## src/rtl/riscv_pkg.sv

```systemverilog
// Shared constants and types for the instruction-fetch slice.
package riscv_pkg;

   localparam int          XLEN      = 32;
   localparam logic [31:0] RESET_PC  = 32'h0000_0000;
   localparam logic [31:0] INSTR_NOP = 32'h0000_0013;   // addi x0, x0, 0

   // One buffered fetch result, packed as {pc, instr, err}.
   localparam int PC_W    = XLEN;
   localparam int INSTR_W = 32;
   localparam int ERR_W   = 1;
   localparam int ENTRY_W = PC_W + INSTR_W + ERR_W;

   typedef struct packed {
      logic [PC_W-1:0]    pc;
      logic [INSTR_W-1:0] instr;
      logic               err;
   } fetch_entry_t;

   // A word fetch is misaligned when either low PC bit is set.
   function automatic logic is_misaligned(input logic [1:0] pc_lo);
      return (pc_lo != 2'b00);
   endfunction

endpackage

```

## src/rtl/fetch_fifo.sv

```systemverilog
// Small synchronous FIFO holding fetched words until decode takes them.
// Flush and reset both empty it at the next clock edge.
module fetch_fifo #(
   parameter int WIDTH = 65,
   parameter int DEPTH = 2,
   localparam int AW = $clog2(DEPTH),
   localparam int CW = AW + 1
) (
   input  logic             clk,
   input  logic             reset,
   input  logic             flush,
   input  logic             push,
   input  logic [WIDTH-1:0] din,
   input  logic             pop,
   output logic [WIDTH-1:0] dout,
   output logic [CW-1:0]    count,
   output logic             full,
   output logic             empty
);

   logic [WIDTH-1:0] mem [DEPTH];
   logic [AW-1:0]    wr_ptr;
   logic [AW-1:0]    rd_ptr;

   // Pointer and occupancy bookkeeping; DEPTH is a power of two so pointers wrap freely.
   always_ff @(posedge clk) begin
      if (reset || flush) begin
         wr_ptr <= '0;
         rd_ptr <= '0;
         count  <= '0;
      end else begin
         if (push) wr_ptr <= wr_ptr + 1'b1;
         if (pop)  rd_ptr <= rd_ptr + 1'b1;
         count <= count + CW'(push) - CW'(pop);
      end
   end

   // Storage array; contents need no reset because the head is only looked at when non-empty.
   always_ff @(posedge clk) begin
      if (push && !flush && !reset) mem[wr_ptr] <= din;
   end

   assign dout  = mem[rd_ptr];
   assign full  = (count == CW'(DEPTH));
   assign empty = (count == '0);

endmodule

```

## src/rtl/fetch_unit.sv

```systemverilog
// Instruction-fetch stage: next-PC selection, credit-limited memory requests,
// one-entry in-flight tracking, and a FIFO feeding decode.
module fetch_unit #(
   parameter int              XLEN     = 32,
   parameter logic [XLEN-1:0] RESET_PC = '0,
   parameter int              DEPTH    = 2
) (
   input  logic            clk,
   input  logic            reset,
   input  logic [XLEN-1:0] pc_q,
   output logic [XLEN-1:0] pc_next,
   output logic            imem_req,
   output logic [XLEN-1:0] imem_addr,
   input  logic [31:0]     imem_rdata,
   input  logic            redirect_valid,
   input  logic [XLEN-1:0] redirect_pc,
   output logic            id_valid,
   input  logic            id_ready,
   output logic [XLEN-1:0] id_pc,
   output logic [31:0]     id_instr,
   output logic            id_err
);

   import riscv_pkg::INSTR_NOP;
   import riscv_pkg::is_misaligned;

   localparam int AW = $clog2(DEPTH);
   localparam int CW = AW + 1;
   localparam int OW = CW + 1;
   localparam int EW = XLEN + 33;

   logic            pop;
   logic            push;
   logic            fifo_push;
   logic            fifo_full;
   logic            fifo_empty;
   logic [CW-1:0]   fifo_count;
   logic [OW-1:0]   occupancy;
   logic            inflight_q;
   logic [XLEN-1:0] inflight_pc;
   logic            inflight_err;
   logic [EW-1:0]   push_data;
   logic [EW-1:0]   head;

   // Decode handshake: an entry transfers in any cycle where id_valid and id_ready
   // are both high; while id_valid is high and id_ready low, id_pc/id_instr/id_err
   // hold the same head entry. A redirect in the transfer cycle cancels it.
   assign id_valid = ~fifo_empty & ~reset;
   assign pop      = id_valid & id_ready;

   // Credits: entries buffered plus the one in flight may never exceed DEPTH.
   assign occupancy = OW'(fifo_count) + OW'(inflight_q) - OW'(pop);
   assign imem_req  = ~reset & ~redirect_valid & (occupancy < OW'(DEPTH));
   assign imem_addr = pc_q;

   // Next-PC priority: reset, redirect, advance on request, otherwise stall.
   always_comb begin
      pc_next = pc_q;
      if (reset)               pc_next = RESET_PC;
      else if (redirect_valid) pc_next = redirect_pc;
      else if (imem_req)       pc_next = pc_q + XLEN'(4);
   end

   // Remember the PC of the outstanding read so its data can be tagged next cycle.
   always_ff @(posedge clk) begin
      if (reset || redirect_valid) begin
         inflight_q   <= 1'b0;
         inflight_pc  <= '0;
         inflight_err <= 1'b0;
      end else begin
         inflight_q <= imem_req;
         if (imem_req) begin
            inflight_pc  <= pc_q;
            inflight_err <= is_misaligned(pc_q[1:0]);
         end
      end
   end

   // Responses arriving during a redirect or reset belong to the old stream and are dropped.
   assign push      = inflight_q & ~redirect_valid & ~reset;
   assign fifo_push = push & (~fifo_full | pop);
   assign push_data = {inflight_pc, (inflight_err ? INSTR_NOP : imem_rdata), inflight_err};

   fetch_fifo #(
      .WIDTH(EW),
      .DEPTH(DEPTH)
   ) u_fifo (
      .clk   (clk),
      .reset (reset),
      .flush (redirect_valid),
      .push  (fifo_push),
      .din   (push_data),
      .pop   (pop),
      .dout  (head),
      .count (fifo_count),
      .full  (fifo_full),
      .empty (fifo_empty)
   );

   // Head fields read as zero whenever nothing is offered to decode.
   assign id_pc    = id_valid ? head[EW-1 -: XLEN] : '0;
   assign id_instr = id_valid ? head[32:1]          : '0;
   assign id_err   = id_valid ? head[0]             : 1'b0;

endmodule

```

## config.mk

```make
export PLATFORM = sky130hd
export DESIGN_NAME = fetch_unit
export DESIGN_NICKNAME = d
export VERILOG_FILES = /design/src/rtl/riscv_pkg.sv /design/src/rtl/fetch_fifo.sv /design/src/rtl/fetch_unit.sv
export SDC_FILE = /design/constraint.sdc
export NUM_CORES = 1
export LEC_CHECK = 0
export BUFFER_PORTS_ARGS = -buffer_cell sky130_fd_sc_hd__buf_2
export CORE_MARGIN = 1.5
export CORE_UTILIZATION = 56
export CTS_BUF_LIST = sky130_fd_sc_hd__clkbuf_16
export CTS_CLUSTER_SIZE = 10
export DETAILED_ROUTE_END_ITERATION = 10
export GPL_TIMING_DRIVEN = 0
export PLACE_DENSITY = 0.85
export SYNTH_ARGS = -nofsm -noshare
export SYNTH_HDL_FRONTEND = slang
export SYNTH_SLANG_ARGS = --single-unit
export TNS_END_PERCENT = 1
```

## constraint.sdc

```tcl
create_clock -name clk -period 14.2 [get_ports clk]
set_clock_uncertainty 0.05 [all_clocks]
set_input_delay 2.13 -clock clk [delete_from_list [all_inputs] [get_ports clk]]
set_output_delay 2.13 -clock clk [all_outputs]
set_load 0.05 [all_outputs]
```

Yosys cells after proc, flatten, opt, wreduce, memory -nomap -nowiden

Memory sizes are Yosys's and may differ from the RTL's. A register that Yosys moved wholly into a read port is not among the register bits.
Cells that the tools add are included.
W data, S select, Z words.

Register bits: 38
Memory bits (writable): 130
Word-level logic and storage cells: 46
Memories kept: 1

Add/subtract/negate cells: 7
Magnitude comparators: 1
Eq/ne operators: 1
Multiplexer cells: 11
Bitwise operators: 12
Reductions and logical operators: 7

Memory list:

| memory     | depth | bits a word | read ports | clocked after Yosys merged registers in | write ports | line             | source |
|---|---|---|---|---|---|---|---|
| u_fifo.mem | 2     | 65          | 1          | 1                                       | 1           | fetch_fifo.sv:21 | `logic [WIDTH-1:0] mem [DEPTH];` |

Operators with widths:

| kind                    | count |
|---|---|
| $mux W32                | 6 |
| $add A32 B3 Y32 const B | 1 |
| $and A1 B1 Y1           | 7 |
| $mux W1                 | 5 |
| $not A1 Y1              | 4 |
| $add A2 B1 Y3           | 1 |
| $lt A3 B2 Y1 const B    | 1 |
| $sub A3 B1 Y3           | 1 |
| $add A1 B1 Y1 const B   | 2 |
| $add A2 B1 Y2           | 1 |
| $eq A2 B2 Y1 const B    | 1 |
| $logic_and A1 B1 Y1     | 2 |
| $logic_not A1 Y1        | 2 |
| $logic_not A2 Y1        | 1 |
| $reduce_bool A2 Y1      | 1 |
| $sub A2 B1 Y2           | 1 |
| $logic_or A1 B1 Y1      | 1 |
| $or A1 B1 Y1            | 1 |

Depth between registers and ports, before layout

Gate-level depths: netlist of the first run.

Depth after elaboration: 10
Depth in mapped cells: 14
Mapped depth without buffers: 11

By module

A second synthesis of the first run with hierarchy kept.

Cell total of the unflattened synthesis: 722
Area total of the unflattened synthesis: 8530.7 sq um

By module, submodules not included:

| module     | instances | cells an instance | area an instance (sq um) | sequential area each (sq um) |
|---|---|---|---|---|
| fetch_fifo | 1         | 224               | 5123.7                   | 4003.8 |
| fetch_unit | 1         | 498               | 3407.0                   | 680.7 |

Worst setup path before layout of the first run

No wires, ideal clock.

Path kind: in2out
Start: input reset
End: output pc_next[23]
Arrival: 6.966 ns
Data required time: 12.020 ns
Path slack: 5.054 ns
Stages on the path: 11
Buffers on the path: 1
Cells stage by stage: clkbuf_1 -> o21bai_1 -> inv_1 -> nand2_1 -> xnor2_1 -> nand2_1 -> fa_1 -> and4bb_4 -> nand4_4 -> o31a_1 -> a2111oi_0

Longest elaborated chain between the ends: 9

RTL lines:

| what               | line             | source |
|---|---|---|
| start: declaration | fetch_unit.sv:9  | `input logic reset,` |
| $not A1 Y1         | fetch_unit.sv:48 | `assign id_valid = ~fifo_empty & ~reset;` |
| $and A1 B1 Y1      | fetch_unit.sv:48 |  |
| named net id_valid | fetch_unit.sv:17 | `output logic id_valid,` |
| $and A1 B1 Y1      | fetch_unit.sv:49 | `assign pop = id_valid & id_ready;` |
| $sub A3 B1 Y3      | fetch_unit.sv:52 | `assign occupancy = OW'(fifo_count) + OW'(inflight_q) - OW'(pop);` |
| $lt A3 B2 Y1       | fetch_unit.sv:53 | `assign imem_req = ~reset & ~redirect_valid & (occupancy < OW'(DEPTH));` |
| $and A1 B1 Y1      | fetch_unit.sv:53 |  |
| $mux W32           | fetch_unit.sv:61 | `else if (imem_req) pc_next = pc_q + XLEN'(4);` |
| $mux W32           | fetch_unit.sv:60 | `else if (redirect_valid) pc_next = redirect_pc;` |
| $mux W32           | fetch_unit.sv:59 | `if (reset) pc_next = RESET_PC;` |
| end: declaration   | fetch_unit.sv:11 | `output logic [XLEN-1:0] pc_next,` |

The timed path passes the listed nets, and every way through them passes these cells.

Final worst setup path of the first run

Start: input reset
End: output pc_next[13]

Longest elaborated chain between the ends: 9

RTL lines:

| what          | line |
|---|---|
| $not A1 Y1    | fetch_unit.sv:48, fetch_unit.sv:53 |
| $and A1 B1 Y1 | fetch_unit.sv:48 |
| $and A1 B1 Y1 | fetch_unit.sv:49 |
| $sub A3 B1 Y3 | fetch_unit.sv:52 |
| $lt A3 B2 Y1  | fetch_unit.sv:53 |
| $and A1 B1 Y1 | fetch_unit.sv:53 |
| $mux W32      | fetch_unit.sv:61 |
| $mux W32      | fetch_unit.sv:60 |
| $mux W32 *    | fetch_unit.sv:59 |

Every way passes the cells marked *; elsewhere a longest branch is shown, timed or not.

==> results of run 1 <==
[per-stage QoR]
stage,hold slack [ps],area (µm²)
finish,407,10000
global route,414,10000
CTS,407,10000
global placement,381,9410
detailed placement,388,9470
floorplan,375,8050
[cell usage after synthesis (all sizes together) (2+ instances only)]
library cell	instances
a2111oi	4
a211oi	8
a21oi	22
a311oi	12
a31oi	2
and2	8
and3	4
and4	6
buf	50
clkbuf	27
dfxtp	39
edfxtp	130
ha	3
inv	12
mux2i	67
nand2	85
nand3	23
nand4	15
nor2	103
nor2b	32
nor3	5
nor3b	3
nor4	3
o21ai	5
o21bai	2
o311a	4
o31a	2
o31ai	10
o41a	2
or2	6
or3	5
or4	7
xnor2	6
xor2	7
[area by class of cell]
class,count,area (µm²),share of cell area
flip-flops and latches,169,4680,0.467
well taps,180,225,0.0224
multi-input cells,465,2900,0.289
clock buffers,18,450,0.0449
clock inverters,14,115,0.0115
inverters,13,48.8,0.00486
repair buffers,230,1190,0.118
plain buffers,77,428,0.0426
[worst reg2reg max path, delay by kind of cell (launching register included)]
kind	cells	cell delay, ps
XOR/XNOR	2	580
adder cells (fa/ha/maj)	1	410
buffers and inverters	4	900
AO/OA/AOI/OAI	2	440
flip-flops	1	370
AND/OR/NAND/NOR	4	620
[placed cells by master, fill, tap and decap left out, types with 4 or more instances in the layout]
cell type	n
buf_4	33
nand4_1	11
dfxtp_1	39
nor2b_1	31
and2_1	7
o31ai_1	10
nor2_1	103
buf_2	234
or4_1	7
xor2_1	7
and4_1	6
or2_2	6
buf_1	10
or3_1	5
nand2_1	85
a21oi_1	22
clkbuf_16	18
o311a_1	4
and3_1	4
nand3_1	22
mux2i_1	67
clkbuf_1	27
a311oi_1	12
nor3_1	5
clkinv_1	4
o21ai_0	5
inv_1	12
edfxtp_1	130
clkinv_4	6
a211oi_1	8
xnor2_1	5
[cells by family after synthesis]
family | Yosys count | synth area share
compound gates | 74 | 0.0659
xor+xnor | 13 | 0.0151
fa+ha+maj | 4 | 0.00715
buf+inv | 90 | 0.0592
flops | 169 | 0.582
mux | 67 | 0.0833
simple gates | 307 | 0.187
[path summary, 6_finish.rpt]
kind	startpoint	endpoint	slack, ps	depth (start not counted)
hold / removal	inflight_pc[15]$_SDFFE_PP0N_	u_fifo.mem[0][48]$_DFFE_PP_	410	0
setup / recovery	reset	pc_next[13]	6050	13
hold reg to reg	inflight_pc[15]$_SDFFE_PP0N_	u_fifo.mem[0][48]$_DFFE_PP_	410	0
setup reg to reg	u_fifo.count[1]$_SDFF_PP0_	inflight_pc[0]$_SDFFE_PP0N_	10780	13
[power groups by stage]
stage               clock network (mW)  logic, mW  registers (mW)
CTS                              0.435      0.139           0.545
global placement                     0      0.135           0.555
global route                     0.457      0.148           0.545
detailed placement                   0      0.138           0.555
floorplan                            0     0.0922           0.554
finish                           0.430      0.140           0.545
[flip-flops by register name (all words and copies together) (netlist names), named ones only]
signal and cells:
inflight_q 1, inflight_pc 32, u_fifo.rd_ptr 1, u_fifo.wr_ptr 1
inflight_err 1, u_fifo.count 2, u_fifo.mem 130
[routing by layer]
layer,share of wire,GRT usage
met5,0,0
met4,0.027,0.109
met3,0.074,0.0520
met2,0.50,0.464
met1,0.40,0.327
==> results by group, run 1 <==
Critical path
  • Buf/Inv on CP: 4
  • Setup CP Type: primary input to output port
  • Worst setup SP type: primary input
  • CP Capture Type: output port
  • Critical path's slowest cell: a2111oi_0
  • Worst EP arrival: 5970 ps
  • CP top delay family: compound AO/OA/AOI/OAI gates
  • Worst path cell trace: buf_2 -> clkbuf_1 -> o21bai_1 -> inv_1 -> nand2_1 -> xnor2_1 -> nand2_1 -> fa_1 -> and4bb_4 -> and4_1 -> a311oi_1 -> a2111oi_0 -> buf_2
  • CP Data Required Time: 12020 ps
  • CP max stage delay: around 860 ps
  • Critical path peak fanout: 10

Final layout
  • Fill cells: 1031
  • Final Util: 0.720
  • Layout area overhead: 24.7%
  • Ant. Diodes: 0
  • Final nets: 1077
  • Cell Count, Final, Fillers Out: 1166
  • Share of layout cells above drive strength 1: 0.319

Floorplan
  • Starting density of the core: 0.578
  • Die X: around 120 µm
  • I/O Pins: around 230
  • Core Region: 13900 µm²
  • Cell Rows: 43
  • Die height: 123 µm
  • DIE AREA: around 15000 µm²

Route
  • DR iter-0 viols: 499
  • Via Count: 6483
  • Final WL: 20100 µm
  • Post-route DRC: 0
  • 1st-pass router iterations: 4
  • Avg WL per Cell: between 15 and 20 µm
  • Post-route ant nets: 0
  • DR vias/cell: 5.56

Global route
  • Vias in the first global route: 6041
  • GRT Total Usage: 0.267
  • First-pass GRT wire length: 30300 µm
  • Pin count of the biggest net entering global routing: 66
  • Global route overflow: 0
  • Initial antenna violation count: 0

Power
  • Reg power frac: 0.489
  • Switching share of power: 0.263
  • Maximum vdd ir drop: roughly 0.000088 V
  • Power Total: about 1.1 mW
  • Clock Power Share: 0.386
  • Net load switching power: between 0.2 and 0.3 mW
  • Comb power frac: 0.125
  • Leakage: 3.97 nW
  • Pint: 0.821 mW
  • Power Density: approximately 110 nW/µm²

Clock network
  • Post-CTS Hold Buffers: 0
  • Total CTS buffers: 17
  • Post-CTS Setup Bufs: 0
  • Skew-Pair Late Insertion Delay: 420 ps
  • TritonCTS clock tree: yes
  • Clock Sinks: around 170
  • Clock Tree Buf Depth: 2
  • Reg clk slew, reported paths: 60 ps
  • CTS H-tree depth: 4
  • CTS-repair resized insts: 0
  • Root Buffer: clkbuf_16

Outcome
  • Status: complete, no violations

Synth
  • Yosys top cell area share: 0.485
  • Post-synth EDFFs: 130
  • Yosys top cell by area: edfxtp_1
  • Register area share after synthesis: 0.582
  • Ys Warns: 0
  • Top post-synthesis cells by area: edfxtp_1, dfxtp_1, mux2i_1
  • Synth async-reset ratio: 0
  • #FFs+latches synth: 169
  • Syn Area/Cell: 11.1 µm²
  • Cells after Synth: 724
  • Mapped Area: 8050 µm²
  • Synth unique cells: 48
  • Main flop type after synthesis: edfxtp_1
  • Syn nets: a little over 800

STA
  • Least-Margin Pin Slew: 961 ps
  • Post-route setup slack: 6050 ps
  • Post-route setup TNS: 0 ps
  • Final setup vio count: 0
  • Highest clock rate: 0.123 GHz
  • Hold Fails Final Rpt: 0
  • Post-route minimum period: 8150 ps
  • Relative slew margins: 0.343
  • Max Slew Vio Count: 0
  • RSZ-0062 raised after global routing: false
  • Tcrit/Tclk final: 0.574

Placed design
  • Placed Cells: 1134
  • DP Worst Slack: 6110 ps
  • Port bufs: 228
  • Detailed placement HPWL: between 10000 and 15000 µm
  • RePlAce Congestion: 0.943

Worst hold path
  • Worst min path class: flop to flop

Flow run
  • Max-cap viol count: 0
No activity file was read; power rests on OpenSTA's default activity.
==> run 2, diff against run 1 <==
CORE_UTILIZATION = 52   (was 56)
PLACE_DENSITY = 0.8   (was 0.85)
clock period = 8.05 ns   (was 14.2 ns; I/O delays follow)
==> results by group, run 2 (synthesized netlist as in run 1, its figures left out) <==
Outcome
  • Status: complete, no violations

Worst hold path
  • Hold depth: 0 (unchanged)
  • Hold worst-path end: u_fifo.mem[1][56]$_DFFE_PP_
  • Worst min path class: flop to flop
  • Worst Min Path Start: inflight_pc[23]$_SDFFE_PP0N_

Final layout
  • Ant. Diodes: 0 (unchanged)
  • Top flop regs: u_fifo.mem x130, inflight_pc x32, u_fifo.count x2
  • Multi-input logic area: 2900 µm² (unchanged)
  • Commonest non-fill, non-tap cell in the layout: buf_2
  • Sequential Area: 4680 µm² (unchanged)
  • Most frequent cells in the layout: buf_2, edfxtp_1, nor2_1
  • Fill cells: 1187 (+15%)
  • Final Util: 0.665 (-0.0557)
  • Largest register FFs: 130 (unchanged)
  • Final nets: 1077 (unchanged)
  • Largest register by flop count: u_fifo.mem
  • Share of layout cells above drive strength 1: 0.320 (+0.00101)
  • Layout area overhead: 25.1%

Placed design
  • RePlAce Congestion: 0.920 (-2.5%)
  • Detailed placement HPWL: 14600 µm (-0.23%)
  • Port bufs: 228 (unchanged)

Floorplan
  • I/O Pins: 231 (unchanged)
  • Core Region: 15100 µm² (+8.7%)
  • Starting density of the core: 0.531 (-0.0462)
  • Die X: 127 µm (+3.7%)
  • DIE AREA: 16200 µm² (+7.5%)
  • Die height: 127 µm (+3.7%)
  • Cell Rows: 45 (+4.7%)

STA
  • Hold Fails Final Rpt: 0 (unchanged)
  • Post-route setup TNS: 0 ps (unchanged)
  • Tcrit/Tclk final: 0.777
  • Post-route minimum period: 6260 ps
  • Final setup vio count: 0 (unchanged)
  • Highest clock rate: 0.160 GHz
  • Hold Slack: 407 ps (+0.0620 ps)
  • Max Slew Vio Count: 0 (unchanged)
  • Least-Margin Pin Slew: 905 ps (-55.4 ps)
  • RSZ-0062 raised after global routing: false
  • Relative slew margins: 0.397 (+0.0535)

Clock network
  • CTS H-tree depth: 4 (unchanged)
  • Clock Sinks: 169 (unchanged)
  • Root Buffer: clkbuf_16
  • Clock Tree Buf Depth: 2 (unchanged)
  • TritonCTS clock tree: yes
  • Reg clk slew, reported paths: 60 ps (about the same)
  • Skew-Pair Late Insertion Delay: 420 ps (about the same)
  • CTS-repair resized insts: 0 (unchanged)
  • Post-CTS Setup Bufs: 0 (unchanged)
  • Post-CTS Hold Buffers: 0 (unchanged)
  • Total CTS buffers: 17 (unchanged)

Global route
  • Global route overflow: 0 (unchanged)
  • First-pass GRT wire length: 30600 µm (+0.71%)
  • Vias in the first global route: 6054 (+0.22%)
  • Initial antenna violation count: 0 (unchanged)
  • GRT Total Usage: 0.245 (-0.0221)
  • Pin count of the biggest net entering global routing: 66 (unchanged)

Power
  • Net load switching power: 0.520 mW (+77%)
  • Power Density: 198 nW/µm² (+79%)
  • Maximum vdd ir drop: 0.000155 V (+76%)
  • Pint: 1.48 mW (+80%)
  • Leakage: 3.98 nW (+0.25%)
  • Reg power frac: 0.481 (-0.008)
  • Comb power frac: 0.123 (-0.002)
  • Clock Power Share: 0.396 (+0.010)
  • Switching share of power: 0.260 (-0.00300)

Critical path
  • Critical path's slowest cell: clkbuf_1
  • Worst EP arrival: 5000 ps (-970 ps)
  • CP Capture Type: output port
  • CP max stage delay: 430 ps (-430 ps)
  • FF-to-FF End: inflight_pc[13]$_SDFFE_PP0N_
  • CP Data Required Time: 6790 ps (-5230 ps)
  • Reg2Reg Depth: 13 (unchanged)
  • RR Startpoint: u_fifo.count[1]$_SDFF_PP0_
  • Worst setup SP type: primary input
  • Worst path cell trace: buf_2 -> clkbuf_1 -> o21bai_1 -> inv_1 -> nand2_1 -> xnor2_1 -> nand2_1 -> fa_1 -> xnor2_2 -> buf_4 -> nand2_1 -> clkinv_1 -> xnor2_1 -> a211oi_1 -> buf_2
  • CP most frequent cell: nand2_1
  • Critical path peak fanout: 10 (unchanged)
  • Setup CP Type: primary input to output port
  • Reg2reg setup slack: 4550 ps (-6230 ps)

Flow run
  • Max-cap viol count: 0 (unchanged)

Route
  • 1st-pass router iterations: 4 (unchanged)
  • Post-route ant nets: 0 (unchanged)
  • Via Count: 6374 (-1.7%)
  • Avg WL per Cell: 17.1 µm (-1.1%)
  • DR vias/cell: 5.43 (-2.4%)
  • Final WL: 20100 µm (-0.40%)
  • DR iter-0 viols: 342 (-31%)
  • Post-route DRC: 0 (unchanged)
## run 2: cell types whose count changed in the layout (fill, tap and decap cells not counted), sizes merged
cell,before,now
clkinv,10,8
bufinv,0,1
inv,17,18
## run 2: how the worst max path moves through the flow
stage,end,start
5_1_grt,pc_next[2],reset
2_1_floorplan,pc_next[23],reset
6_report,pc_next[2],reset
3_5_place_dp,pc_next[2],reset
3_3_place_gp,u_fifo.mem[0][10]$_DFFE_PP_,reset
4_1_cts,pc_next[2],reset
## run 2: stage by stage
stage                     std cells  instance area [µm²]  setup WS (ps)  total power, mW
after floorplan                 724                 8050            749             1.14
after global placement         1140                 9420            620             1.22
after detailed placement       1142                 9480           1880             1.22
after CTS                      1174                10100           1860             2.01
after global routing           1174                10100           1600             2.06
final                          1174                10100           1790             2.00
## run 2: power by group through the flow
stage          Clock [mW]  Sequential [mW]  Combinational [mW]
3_5_place_dp            0            0.980               0.243
4_1_cts             0.801            0.961               0.245
5_1_grt             0.837            0.962               0.260
6_report            0.792            0.961               0.245
3_3_place_gp            0            0.980               0.240
2_1_floorplan           0            0.978               0.163
## run 2: layer usage
metal / up-vias / global-route usage / share of wire
met5: - / 0 / 0
met4: 0 / 0.110 / 0.026
met3: 45 / 0.0519 / 0.074
met2: 304 / 0.412 / 0.49
met1: 2957 / 0.306 / 0.41
li1: 3068 / - / -
## run 2: final cells by class
class | count | area share
inverters | 13 | 0.00485
repair buffers | 230 | 0.118
clock inverters | 14 | 0.0133
multi-input cells | 465 | 0.288
plain buffers | 77 | 0.0425
clock buffers | 18 | 0.0447
flip-flops and latches | 169 | 0.465
well taps | 188 | 0.0234
## run 2: critical path, delay by kind of cell
family                   cells  cell delay [ps]
buffers and inverters        6             1580
AND/OR/NAND/NOR              3              570
AO/OA/AOI/OAI                2              600
XOR/XNOR                     3              630
adder cells (fa/ha/maj)      1              410
==> run 3, diff against run 2 <==
CORE_UTILIZATION = 47   (was 52)
PLACE_DENSITY = 0.76   (was 0.8)
clock period = 5.74 ns   (was 8.05 ns; I/O delays follow)
==> results by group, run 3 (synthesized netlist as in run 1, its figures left out) <==
Critical path
  • CP most frequent cell: nand2_1
  • Reg2reg setup slack: 2220 ps (-2330 ps)
  • Buf/Inv on CP: 6 (unchanged)
  • Worst EP arrival: 4580 ps (-420 ps)
  • CP Data Required Time: 4830 ps (-1960 ps)
  • Worst setup SP type: primary input
  • CP max stage delay: 440 ps (about the same)
  • Critical path's slowest cell: clkbuf_1
  • CP Capture Type: output port
  • Worst path cell trace: buf_2 -> clkbuf_1 -> o21bai_1 -> inv_1 -> nand2_1 -> xnor2_1 -> nand2_1 -> fa_1 -> xnor2_2 -> buf_4 -> nand2_1 -> clkinv_1 -> xnor2_1 -> a211oi_1 -> buf_2
  • CP top delay family: buffers and inverters
  • Critical path peak fanout: 10 (unchanged)
  • Setup CP Type: primary input to output port

Final layout
  • Most frequent cells in the layout: buf_2, edfxtp_1, nor2_1
  • Largest register FFs: 130 (unchanged)
  • Cell Count, Final, Fillers Out: 1206 (+2.7%)
  • Commonest non-fill, non-tap cell in the layout: buf_2
  • Top flop regs: u_fifo.mem x130, inflight_pc x32, u_fifo.count x2
  • Largest register by flop count: u_fifo.mem
  • Layout area overhead: 25.9%
  • Multi-input logic area: 2900 µm² (+0.26%)
  • Ant. Diodes: 0 (unchanged)
  • Sequential Area: 4680 µm² (unchanged)
  • Final nets: 1077 (unchanged)
  • Share of layout cells above drive strength 1: 0.324 (+0.00304)
  • Final Util: 0.609 (-0.0558)
  • Fill cells: 1384 (+17%)

Flow run
  • Max-cap viol count: 0 (unchanged)

Route
  • Post-route DRC: 0 (unchanged)
  • Avg WL per Cell: 16.3 µm (-4.6%)
  • Post-route ant nets: 0 (unchanged)
  • 1st-pass router iterations: 5 (+1)
  • Via Count: 6222 (-2.4%)
  • DR iter-0 viols: 398 (+16%)
  • Final WL: 19700 µm (-1.9%)
  • DR vias/cell: 5.16 (-5.0%)

Clock network
  • Root Buffer: clkbuf_16
  • Clock Tree Buf Depth: 2 (unchanged)
  • Skew-Pair Late Insertion Delay: 420 ps (about the same)
  • Reg clk slew, reported paths: 70 ps (about the same)
  • Total CTS buffers: 17 (unchanged)
  • TritonCTS clock tree: yes
  • Clock Sinks: 169 (unchanged)
  • CTS H-tree depth: 4 (unchanged)
  • CTS-repair resized insts: 0 (unchanged)
  • Post-CTS Setup Bufs: 0 (unchanged)
  • Post-CTS Hold Buffers: 0 (unchanged)

Power
  • Leakage: 3.99 nW (+0.20%)
  • Power Density: 276 nW/µm² (+39%)
  • Maximum vdd ir drop: 0.000165 V (+6.8%)

Floorplan
  • Core Region: 16600 µm² (+9.9%)
  • I/O Pins: 231 (unchanged)
  • Starting density of the core: 0.484 (-0.0478)
  • DIE AREA: 17900 µm² (+10%)
  • Die height: 134 µm (+5.1%)
  • Cell Rows: 47 (+4.4%)
  • Die X: 134 µm (+5.1%)

Global route
  • Pin count of the biggest net entering global routing: 66 (unchanged)
  • Initial antenna violation count: 0 (unchanged)
  • Global route overflow: 0 (unchanged)
  • Vias in the first global route: 5921 (-2.2%)
  • GRT Total Usage: 0.219 (-0.0263)
  • First-pass GRT wire length: 30200 µm (-1.1%)

Placed design
  • Detailed placement HPWL: 14400 µm (-1.9%)
  • Port bufs: 228 (unchanged)
  • RePlAce Congestion: 0.845 (-8.2%)
  • Placed Cells: 1174 (+2.8%)

STA
  • Highest clock rate: 0.182 GHz
  • Least-Margin Pin Slew: 875 ps (-30.4 ps)
  • Tcrit/Tclk final: 0.957
  • Post-route minimum period: 5490 ps
  • Max Slew Vio Count: 0 (unchanged)
  • Hold Fails Final Rpt: 0 (unchanged)
  • Final setup vio count: 0 (unchanged)
  • Relative slew margins: 0.417 (+0.0203)
  • RSZ-0062 raised after global routing: false

Outcome
  • Status: complete, no violations

Worst hold path
  • Worst min path class: flop to flop
==> run 3: cell count changes in the layout (fill, tap and decap cells not counted), sizes merged <==
cell,delta
clkinv,+1
bufinv,-1
inv,+1
clkbuf,-1
==> run 3: cell type report <==
type	instances	share of cell area
inverter	13	0.00482
clock buffer	17	0.0420
buffer	77	0.0422
sequential	169	0.462
timing repair buffer	230	0.117
clock inverter	15	0.0175
tap	220	0.0272
multi-input combinational	465	0.287
==> run 3: through the flow <==
stage	hold slack, ps	setup slack [ps]	power [mW]	cell area (µm²)	setup TNS (ps)
finish	411	249	2.80	10100	0
global route	421	25.8	2.89	10100	0
CTS	412	245	2.82	10100	0
detailed placement	394	261	1.71	9530	0
global placement	384	-1220	1.71	9470	-78640
floorplan	375	-295	1.60	8060	-621
==> run 3: path summary, 6_finish.rpt <==
kind | startpoint | to | cells past startpoint
max reg2reg | u_fifo.count[1]$_SDFF_PP0_ | inflight_pc[2]$_SDFFE_PP0N_ | 13
max | reset | pc_next[2] | 15
min | inflight_pc[28]$_SDFFE_PP0N_ | u_fifo.mem[1][61]$_DFFE_PP_ | 0
min reg2reg | inflight_pc[28]$_SDFFE_PP0N_ | u_fifo.mem[1][61]$_DFFE_PP_ | 0
==> run 3: report_power, final <==
part	internal, mW	switching (mW)	total (mW)
Sequential	1.34	0.0103	1.35
Combinational	0.104	0.237	0.341
Clock	0.590	0.524	1.11
Total	2.03	0.771	2.80
==> run 3: routing by layer <==
| layer | vias up | share of wire | GRT usage | wire length (µm) |
|---|---|---|---|---|
| met2 | 266 | 0.49 | 0.376 | 9580 |
| met1 | 2863 | 0.43 | 0.281 | 8370 |
| met3 | 18 | 0.072 | 0.0397 | 1420 |
| li1 | 3075 | - | - | - |
| met4 | 0 | 0.015 | 0.0713 | 296 |
| met5 | - | 0 | 0 | 0 |
